## config.mk

```make
export PLATFORM = sky130hd
export DESIGN_NAME = axis_pkt_scheduler
export DESIGN_NICKNAME = d
export VERILOG_FILES = /design/src/rtl/axis_pkt_scheduler.sv
export SDC_FILE = /design/constraint.sdc
export NUM_CORES = 1
export LEC_CHECK = 0
export CAP_MARGIN = 5
export CORE_ASPECT_RATIO = 1.75
export CORE_MARGIN = 1.5
export CORE_UTILIZATION = 53
export CTS_CLUSTER_DIAMETER = 200
export CTS_CLUSTER_SIZE = 16
export DETAILED_ROUTE_END_ITERATION = 8
export PLACE_DENSITY = 0.84
export SYNTH_ARGS = -nofsm -noshare
export SYNTH_HDL_FRONTEND = slang
export SYNTH_SLANG_ARGS = --single-unit
```

## constraint.sdc

```tcl
create_clock -name clk -period 6.36 [get_ports clk]
set_input_delay 0.636 -clock clk [delete_from_list [all_inputs] [get_ports clk]]
set_output_delay 0.636 -clock clk [all_outputs]
set_load 0.03 [all_outputs]
```

## src/rtl/axis_pkt_scheduler.sv

```systemverilog
// axis_pkt_scheduler
//   Weighted round-robin packet scheduler for a multi-source AXIS FIFO mux. It
//   issues a registered one-hot grant selecting the source FIFO that drives the
//   shared output stream. Arbitration happens only on packet boundaries. Each
//   source gets up to weight[i] consecutive packets per turn (0 acts as 1). An
//   idle-grant timeout releases the bus from an owner with nothing to send.
//
// Ports
//   clk              clock
//   rst              synchronous active-high reset
//   i_req            per-source "head of FIFO valid"
//   i_weight         packed per-source packet quota, source i at [i*WEIGHT_WIDTH +: WEIGHT_WIDTH]
//   i_beat           output handshake (m_valid && m_ready)
//   i_last           m_last qualifier for i_beat
//   o_grant          one-hot grant, zero when idle
//   o_grant_valid    |o_grant
//   o_timeout        one-cycle pulse when a grant is revoked by timeout
//
// Optional build macro AXIS_PKT_SCHED_STATS_EN adds:
//   i_stat_clr       synchronous clear of the statistics counters
//   o_stat_pkts      per-source completed-packet count, 16 bits each, saturating
//   o_stat_timeouts  total timeout count, 16 bits, saturating
module axis_pkt_scheduler #(
  parameter int unsigned NREQ            = 4,
  parameter int unsigned WEIGHT_WIDTH    = 4,
  parameter int unsigned TIMEOUT_CNT_MAX = 128
) (
  input  logic                         clk,
  input  logic                         rst,
`ifdef AXIS_PKT_SCHED_STATS_EN
  input  logic                         i_stat_clr,
  output logic [NREQ*16-1:0]           o_stat_pkts,
  output logic [15:0]                  o_stat_timeouts,
`endif
  input  logic [NREQ-1:0]              i_req,
  input  logic [NREQ*WEIGHT_WIDTH-1:0] i_weight,
  input  logic                         i_beat,
  input  logic                         i_last,
  output logic [NREQ-1:0]              o_grant,
  output logic                         o_grant_valid,
  output logic                         o_timeout
);

  localparam int unsigned IdxW = (NREQ > 1) ? $clog2(NREQ) : 1;
  localparam int unsigned CntW = $clog2(TIMEOUT_CNT_MAX);

  typedef enum logic {StIdle, StGrant} state_e;

  state_e                  r_state, w_state_nxt;
  logic [NREQ-1:0]         r_grant, w_grant_nxt;
  logic [IdxW-1:0]         r_last_served, w_last_served_nxt;
  logic [WEIGHT_WIDTH-1:0] r_quota, w_quota_nxt;
  logic                    r_in_pkt, w_in_pkt_nxt;
  logic [CntW-1:0]         r_idle_cnt, w_idle_cnt_nxt;
  logic                    r_timeout, w_timeout_nxt;

  logic                    w_any_req;
  logic [IdxW-1:0]         w_winner;
  logic [WEIGHT_WIDTH-1:0] w_win_weight;
  logic [WEIGHT_WIDTH-1:0] w_win_quota;
  logic                    w_pkt_done;
  logic                    w_owner_req;
  logic                    w_idle_cond;
  logic                    w_tmo_hit;
  logic                    w_release;

  assign w_any_req   = |i_req;
  assign w_pkt_done  = i_beat && i_last;
  assign w_owner_req = |(i_req & r_grant);
  assign w_idle_cond = !r_in_pkt && !w_owner_req && !i_beat;
  assign w_tmo_hit   = (r_state == StGrant) && w_idle_cond &&
                       (r_idle_cnt == CntW'(TIMEOUT_CNT_MAX - 1));

  // r_last_served is written with the winner at every grant load, so while a
  // source owns the bus it already equals the owner; the scan below therefore
  // puts the current owner last in the release cycle without a separate index.
  always_comb begin
    int unsigned idx;
    logic        found;
    w_winner = '0;
    found    = 1'b0;
    idx      = 0;
    for (int unsigned k = 1; k <= NREQ; k++) begin
      idx = (32'(r_last_served) + k) % NREQ;
      if (!found && i_req[idx]) begin
        w_winner = IdxW'(idx);
        found    = 1'b1;
      end
    end
  end

  assign w_win_weight = i_weight[w_winner*WEIGHT_WIDTH +: WEIGHT_WIDTH];
  assign w_win_quota  = (w_win_weight == '0) ? WEIGHT_WIDTH'(1) : w_win_weight;

  always_comb begin
    w_state_nxt       = r_state;
    w_grant_nxt       = r_grant;
    w_last_served_nxt = r_last_served;
    w_quota_nxt       = r_quota;
    w_in_pkt_nxt      = r_in_pkt;
    w_idle_cnt_nxt    = r_idle_cnt;
    w_timeout_nxt     = 1'b0;
    w_release         = 1'b0;

    unique case (r_state)
      StIdle: begin
        w_release = 1'b1;  // idle behaves like a permanent release point
      end
      StGrant: begin
        if (i_beat && !i_last) w_in_pkt_nxt = 1'b1;
        w_idle_cnt_nxt = w_idle_cond ? r_idle_cnt + CntW'(1) : '0;
        if (w_pkt_done) begin
          w_in_pkt_nxt = 1'b0;
          if (r_quota > WEIGHT_WIDTH'(1)) w_quota_nxt = r_quota - WEIGHT_WIDTH'(1);
          else                            w_release   = 1'b1;
        end
        if (w_tmo_hit) begin
          w_release     = 1'b1;
          w_timeout_nxt = 1'b1;
        end
      end
      default: w_state_nxt = StIdle;
    endcase

    if (w_release) begin
      w_in_pkt_nxt   = 1'b0;
      w_idle_cnt_nxt = '0;
      if (w_any_req) begin
        w_state_nxt       = StGrant;
        w_grant_nxt       = NREQ'(1) << w_winner;
        w_last_served_nxt = w_winner;
        w_quota_nxt       = w_win_quota;
      end else begin
        w_state_nxt = StIdle;
        w_grant_nxt = '0;
      end
    end
  end

  always_ff @(posedge clk) begin
    if (rst) begin
      r_state       <= StIdle;
      r_grant       <= '0;
      r_last_served <= IdxW'(NREQ - 1);
      r_quota       <= '0;
      r_in_pkt      <= 1'b0;
      r_idle_cnt    <= '0;
      r_timeout     <= 1'b0;
    end else begin
      r_state       <= w_state_nxt;
      r_grant       <= w_grant_nxt;
      r_last_served <= w_last_served_nxt;
      r_quota       <= w_quota_nxt;
      r_in_pkt      <= w_in_pkt_nxt;
      r_idle_cnt    <= w_idle_cnt_nxt;
      r_timeout     <= w_timeout_nxt;
    end
  end

  assign o_grant       = r_grant;
  assign o_grant_valid = |r_grant;
  assign o_timeout     = r_timeout;

`ifdef AXIS_PKT_SCHED_STATS_EN
  logic [15:0] r_stat_pkts [NREQ];
  logic [15:0] r_stat_tmo;

  always_ff @(posedge clk) begin
    if (rst || i_stat_clr) begin
      for (int unsigned i = 0; i < NREQ; i++) r_stat_pkts[i] <= '0;
      r_stat_tmo <= '0;
    end else begin
      for (int unsigned i = 0; i < NREQ; i++) begin
        if (w_pkt_done && r_grant[i] && (r_stat_pkts[i] != 16'hFFFF)) begin
          r_stat_pkts[i] <= r_stat_pkts[i] + 16'd1;
        end
      end
      if (w_tmo_hit && (r_stat_tmo != 16'hFFFF)) r_stat_tmo <= r_stat_tmo + 16'd1;
    end
  end

  for (genvar gi = 0; gi < NREQ; gi++) begin : g_stat
    assign o_stat_pkts[gi*16 +: 16] = r_stat_pkts[gi];
  end
  assign o_stat_timeouts = r_stat_tmo;
`endif

endmodule

```

Yosys cells after proc, flatten, opt, wreduce, memory -nomap -nowiden
Index checks and enable logic that the tools add are counted.
Widths: inputs -> output; s select.
Storage, ports and cells
  bits of input ports: 24
  output and inout bits: 6
  register bits: 20
Cells by class
  mux-type cells: 31
  reductions and logical operators: 25
  $add $sub $neg: 6
  equal/unequal tests: 1
  shifts and indexed selects: 2
  order comparisons: 5
  bitwise gates (word level): 2
Operator list (number)
  $mux 4: 7
  $shiftx 16x5->4: 1
  $mux 1: 14
  $lt 2x3->1 const B: 4
  $reduce_or 4->1: 3
  $logic_and 1x1->1: 9
  $bmux 1 s2: 4
  $mux 2: 4
  $add 7x1->7 const B: 1
  $eq 7x7->1 const B: 1
  $logic_not 1->1: 7
  $mux 7: 1
  $add 2x1->2 const B: 2
  $add 2x2->2 const B: 2
  $and 4x4->4: 1
  $gt 4x1->1 const B: 1
  $logic_not 4->1: 1
  $reduce_and 2->1: 2
  $reduce_or 2->1: 2
  $shl 1x2->4 const A: 1
  $sub 4x1->4 const B: 1
  $pmux 1 s2: 1
  $reduce_bool 2->1: 1
  $not 1->1: 1

Logic depth before layout (Yosys ltp)
  word-level depth: 18
  gate-level depth with buffers: 9
  gate-level depth less buffers: 8

Worst setup path before layout
OpenSTA, ideal clock, no wires.
  kind: input port to flip-flop
  start: in i_req[2]
  end: reg r_quota[1]
  setup time: 0.071 ns
  slack: 4.216 ns
  stages: 8
  data required time: 6.289 ns
  arrival time: 2.074 ns
  buffers on the path: 2
  cells stage by stage: a22oi_2 and4_1 buf_6 a31oi_4 or2_1 buf_6 or3_1 a21oi_1
On the way
  longest elaborated chain between the ends: 17
  elaborated cells between the ends (all ways): 36
  classes of those cells: 1 x shift; 20 x mux; 1 x bitwise; 14 x reduce/logical
Ends and longest elaborated chain
  start: declaration: line 35  | input logic [NREQ-1:0] i_req,
  $bmux 1 s2: line 85  | if (!found && i_req[idx]) begin
  $mux 1 (implied by the code): line 85
  $mux 1: line 85
  $logic_not 1->1: line 85
  $logic_and 1x1->1: line 85
  $mux 1: line 85
  $logic_not 1->1: line 85
  $logic_and 1x1->1: line 85
  $mux 1: line 85
  $logic_not 1->1: line 85
  $logic_and 1x1->1: line 85
  $mux 2: line 85
  $shiftx 16x5->4: line 92  | assign w_win_weight = i_weight[w_winner*WEIGHT_WIDTH +: WEIGHT_WIDTH];
  $logic_not 4->1: line 93  | assign w_win_quota = (w_win_weight == '0) ? WEIGHT_WIDTH'(1) : w_win_weight;
  $mux 4: line 93
  $mux 4: line 128  | if (w_any_req) begin
  $mux 4 (*): line 125  | if (w_release) begin
  end signal: assignment: line 153  | r_quota <= w_quota_nxt;
  end: declaration: line 52  | logic [WEIGHT_WIDTH-1:0] r_quota, w_quota_nxt;
Mark *: on every way between the ends. The rest lies on a longest branch, timed or not. The select of a mux whose other input is x is not followed.
A chain may end at the register's enable or synchronous reset.

Final worst setup path
  start: in i_req[3]
  end: reg r_quota[1]
Same word-level chain as after synthesis.

==> results.md <==
Floorplanning:
- The die span in x is 39.8 um.
- During I/O placement, the number of pins put on the boundary was 30.
- The initial utilization of the core area, before any placement, comes to 0.553.
- The die is just under 70 um tall.
- The area of the core is 2270 um2.
- The area of the die is 2680 um2.
- In this run the core area contains 23 standard-cell rows.

Layout:
- After the last flow step, the layout net total stands at approximately 210.
- After filler insertion, the fill cell instance count of the layout stands at around 210.
- In the layout the commonest cells are 29 x sky130_fd_sc_hd__clkdlybuf4s50_1, 20 x sky130_fd_sc_hd__dfxtp_1, 16 x sky130_fd_sc_hd__nor2_1.
- From synthesis to final layout, the design area changed by 25.6%.
- The number of diodes added for antenna fixing is 0.
- The post-route non-filler standard cell count is 203.
- Of the cells placed in the final design, the portion with a size suffix greater than 1 is 0.0843.
- Leaving out fill and tap cells, the most frequent cell in the layout is sky130_fd_sc_hd__clkdlybuf4s50_1.

CTS:
- The number of gates given a new drive strength after cts is 0.
- The worst-skew pair later-pin latency is 0.25 ns.
- CTS built an H-tree with a depth of 1.
- For this design, the CTS-stage hold fixing added 0 buffers.
- The tree built by TritonCTS fans out to 20 sinks.
- The register clock-pin slew on the reported worst setup and hold paths is 0.06 ns.
- Counting the buffers created by CTS gives 3.
- TritonCTS built the clock tree.
- Post-CTS timing repair inserted 0 buffers for setup.
- The clock passes through at most 2 buffers.
- The root cell of the clock tree is sky130_fd_sc_hd__clkbuf_8.

Logic synthesis:
- The synthesized net count is 180.
- The most frequently used flop master after synthesis is sky130_fd_sc_hd__dfxtp_1.
- The share of synthesized area in the top cell type comes to 0.319.
- The average footprint of a synthesized cell is slightly above 8 um2.
- The cell accounting for the most synthesized area is sky130_fd_sc_hd__dfxtp_1.
- Yosys mapped a number of flops with a built-in enable equal to 0.
- The area of the mapped netlist is 1260 um2.
- The fraction of synthesis flops using an asynchronous set or reset pin is 0.
- The sequential element share of the synthesized area is 0.319.
- After synthesis, the cell types taking the most area are sky130_fd_sc_hd__dfxtp_1 32%, sky130_fd_sc_hd__a21oi_1 5.2%, sky130_fd_sc_hd__nor2_1 4.8%.
- The number of register bits inferred by synthesis is 20.
- The gate count after technology mapping is between 150 and 200.
- The number of different library cells used by synthesis comes to 46.
- Yosys printed 0 warnings.

Detailed routing:
- For this run, the detailed router's first-pass iteration total came to 4.
- The detailed-route wire length is 3220 um.
- The number of design-rule violations left by the first detailed-router iteration is 17.
- Dividing the detail-routed wire length by the instance count gives 15.9 um.
- In the routed design, unresolved DRC markers number 0.
- The remaining antenna violation count after routing is 0.
- The via density per instance is between 6 and 7.
- The total vias in the final route is 1231.

Pwr:
- For this design the ratio of total power to cell area is ~210 nW/um2.
- The worst-case IR drop observed on VDD is 0.000194 V.
- For this design the static power due to leakage is 0.000582 uW.

Placed design:
- The HPWL after detailed placement is between 2000 and 3000 um.
- The congestion estimate from routability-driven global placement came to 0.796.
- The port buffer count is 29.
- Once placement completed, the tool counted placed cells totaling 200.

Timing:
- Setup repair after global routing left no endpoint under its margin.
- The relative slew slack is 0.576.
- The actual transition at the worst max-transition pin is around 0.63 ns.
- The minimum clock period after layout is 2.64 ns.
- The share of the clock period used by the worst path after layout is 0.414.
- Across the routed clock network, the largest skew measured is 0.00194 ns.
- Setup violations remaining at the end of the flow were counted as 0.
- The setup TNS is 0 ns.
- The highest clock frequency the design can meet is between 300 and 400 MHz.
- The final-report max-slew violation count was 0.
- The number of endpoints with negative hold slack in the final report is 0.

Worst setup path:
- In this run the worst path has a maximum fanout of 8.
- The critical path goes through clkdlybuf4s50_1 -> a22oi_2 -> and4_1 -> a31oi_4 -> or2_1 -> or3_1 -> a21oi_1.
- The top cell family by delay on the critical path is simple AND/OR/NAND/NOR gates.
- The nature of the critical path startpoint is an input port.
- The buffers plus inverters on the worst setup path is 1.
- STA classifies the critical path endpoint as a register.
- The kind of critical path is input port to register.
- The largest single stage delay on the critical path is 0.52 ns.
- The path depth of the worst reg2reg path is 8.
- The reg2reg setup slack is 4.15 ns.
- STA puts the critical path data arrival time at 2.81 ns.
- In this run the worst setup path begins at i_req[3].
- Data on the critical path is required at its endpoint by 6.54 ns.
- The largest individual stage delay along the critical path comes from the cell sky130_fd_sc_hd__clkdlybuf4s50_1.
- The worst register-to-register path ends at r_quota[1]$_SDFF_PP0_.
- The worst register-to-register path begins at r_quota[1]$_SDFF_PP0_.

GRT:
- Entering global routing, the biggest net connects 14 pins.
- The initial antenna violation count is 0.
- Summed over all layers, the global routing overflow is 0.
- The first global-routing pass estimated between 4000 and 5000 um of wire.
- The total global routing track utilization is 0.274.
- The via count of the first global-routing pass is 1236.

Worst hold path:
- The worst hold endpoint is r_idle_cnt[5]$_SDFFE_PP0P_.
- The tightest min-delay check is of the register to register type.
- Along the worst hold path, the cell count comes to 2.
- The origin of the worst min-delay path is r_idle_cnt[5]$_SDFFE_PP0P_.

Run status:
- The run finished with clean final reports.

Job:
- The tool flagged a number of max-cap violations equal to 0.
logic make-up (layout without fill, tap and decap cells):
logic type	Yosys count	after routing	share of synthesized area
simple gates	62	62	0.265
compound gates	50	50	0.290
flops	20	20	0.319
buf+inv	12	37	0.0478
mux	5	5	0.0418
fa+ha+maj	3	3	0.0299
xor+xnor	1	1	0.00697
power breakdown:
group	switching, uW	internal, uW	total (uW)
combinational	57.9	51.4	109
clock	36.2	42.1	78.3
sequential	10.8	134	145
total	105	227	332
metal layers:
metal,GRT usage,vias to the layer above,share of wire
met2,0.561,31,0.58
met5,0,-,0
met3,0.0197,7,0.021
met4,0.142,0,0.025
met1,0.228,572,0.37
li1,-,621,-
layout make-up:
type	count	area, um2	area share
timing repair buffer	29	290	0.184
tap	25	31.3	0.0198
clock buffer	3	41.3	0.0262
sequential	20	400	0.254
multi-input combinational	121	796	0.504
inverter	5	18.8	0.0119
how the worst max path moves through the flow:
stage	endpoint	slack, ns	cells past startpoint
global route	r_quota[1]$_SDFF_PP0_	3.61	7
floorplan	r_quota[1]$_SDFF_PP0_	4.22	8
CTS	r_quota[1]$_SDFF_PP0_	3.74	7
detailed placement	r_quota[1]$_SDFF_PP0_	3.48	7
global placement	r_quota[1]$_SDFF_PP0_	3.55	7
finish	r_quota[1]$_SDFF_PP0_	3.72	7
registers in the layout (all words and copies together), names as in the netlist:
signal,cells
r_last_served,2
r_quota,4
o_grant,4
r_in_pkt,1
o_timeout,1
r_idle_cnt,7
r_state,1
tightest hold or removal path, stage by stage (launching register included):
cell and delay, ns:
sky130_fd_sc_hd__dfxtp_1 0.33, sky130_fd_sc_hd__nand2_1 0.06, sky130_fd_sc_hd__a21oi_1 0.05
per-stage QoR:
stage | cell area [um2] | hold slack, ns | power, uW | utilization | setup WS, ns
CTS | 1580 | 0.485 | 336 | 0.694 | 3.74
floorplan | 1260 | 0.449 | 218 | - | 4.22
finish | 1580 | 0.482 | 332 | 0.694 | 3.72
detailed placement | 1540 | 0.475 | 255 | 0.676 | 3.48
global placement | 1540 | 0.461 | 252 | 0.676 | 3.55
global route | 1580 | 0.526 | 350 | 0.694 | 3.61
synth_stat cells, types with 2 or more instances:
library cell,instances
sky130_fd_sc_hd__dfxtp_1,20
sky130_fd_sc_hd__nor2_1,16
sky130_fd_sc_hd__a21oi_1,13
sky130_fd_sc_hd__nand2_1,11
sky130_fd_sc_hd__o21ai_0,8
sky130_fd_sc_hd__and3_1,5
sky130_fd_sc_hd__clkbuf_1,5
sky130_fd_sc_hd__inv_1,5
sky130_fd_sc_hd__nor3_1,5
sky130_fd_sc_hd__a211oi_1,4
sky130_fd_sc_hd__nand3_1,4
sky130_fd_sc_hd__a21boi_0,3
sky130_fd_sc_hd__ha_1,3
sky130_fd_sc_hd__mux2i_1,3
sky130_fd_sc_hd__nand3b_1,3
sky130_fd_sc_hd__nor2b_1,3
sky130_fd_sc_hd__a211o_2,2
sky130_fd_sc_hd__a21o_2,2
sky130_fd_sc_hd__a22oi_2,2
sky130_fd_sc_hd__a32o_1,2
sky130_fd_sc_hd__a32oi_1,2
sky130_fd_sc_hd__buf_6,2
sky130_fd_sc_hd__mux2_2,2
sky130_fd_sc_hd__nor3b_1,2
sky130_fd_sc_hd__o211ai_1,2
sky130_fd_sc_hd__o22ai_1,2
sky130_fd_sc_hd__or2_1,2
sky130_fd_sc_hd__or4_1,2
(Power assumes the default switching activity.)
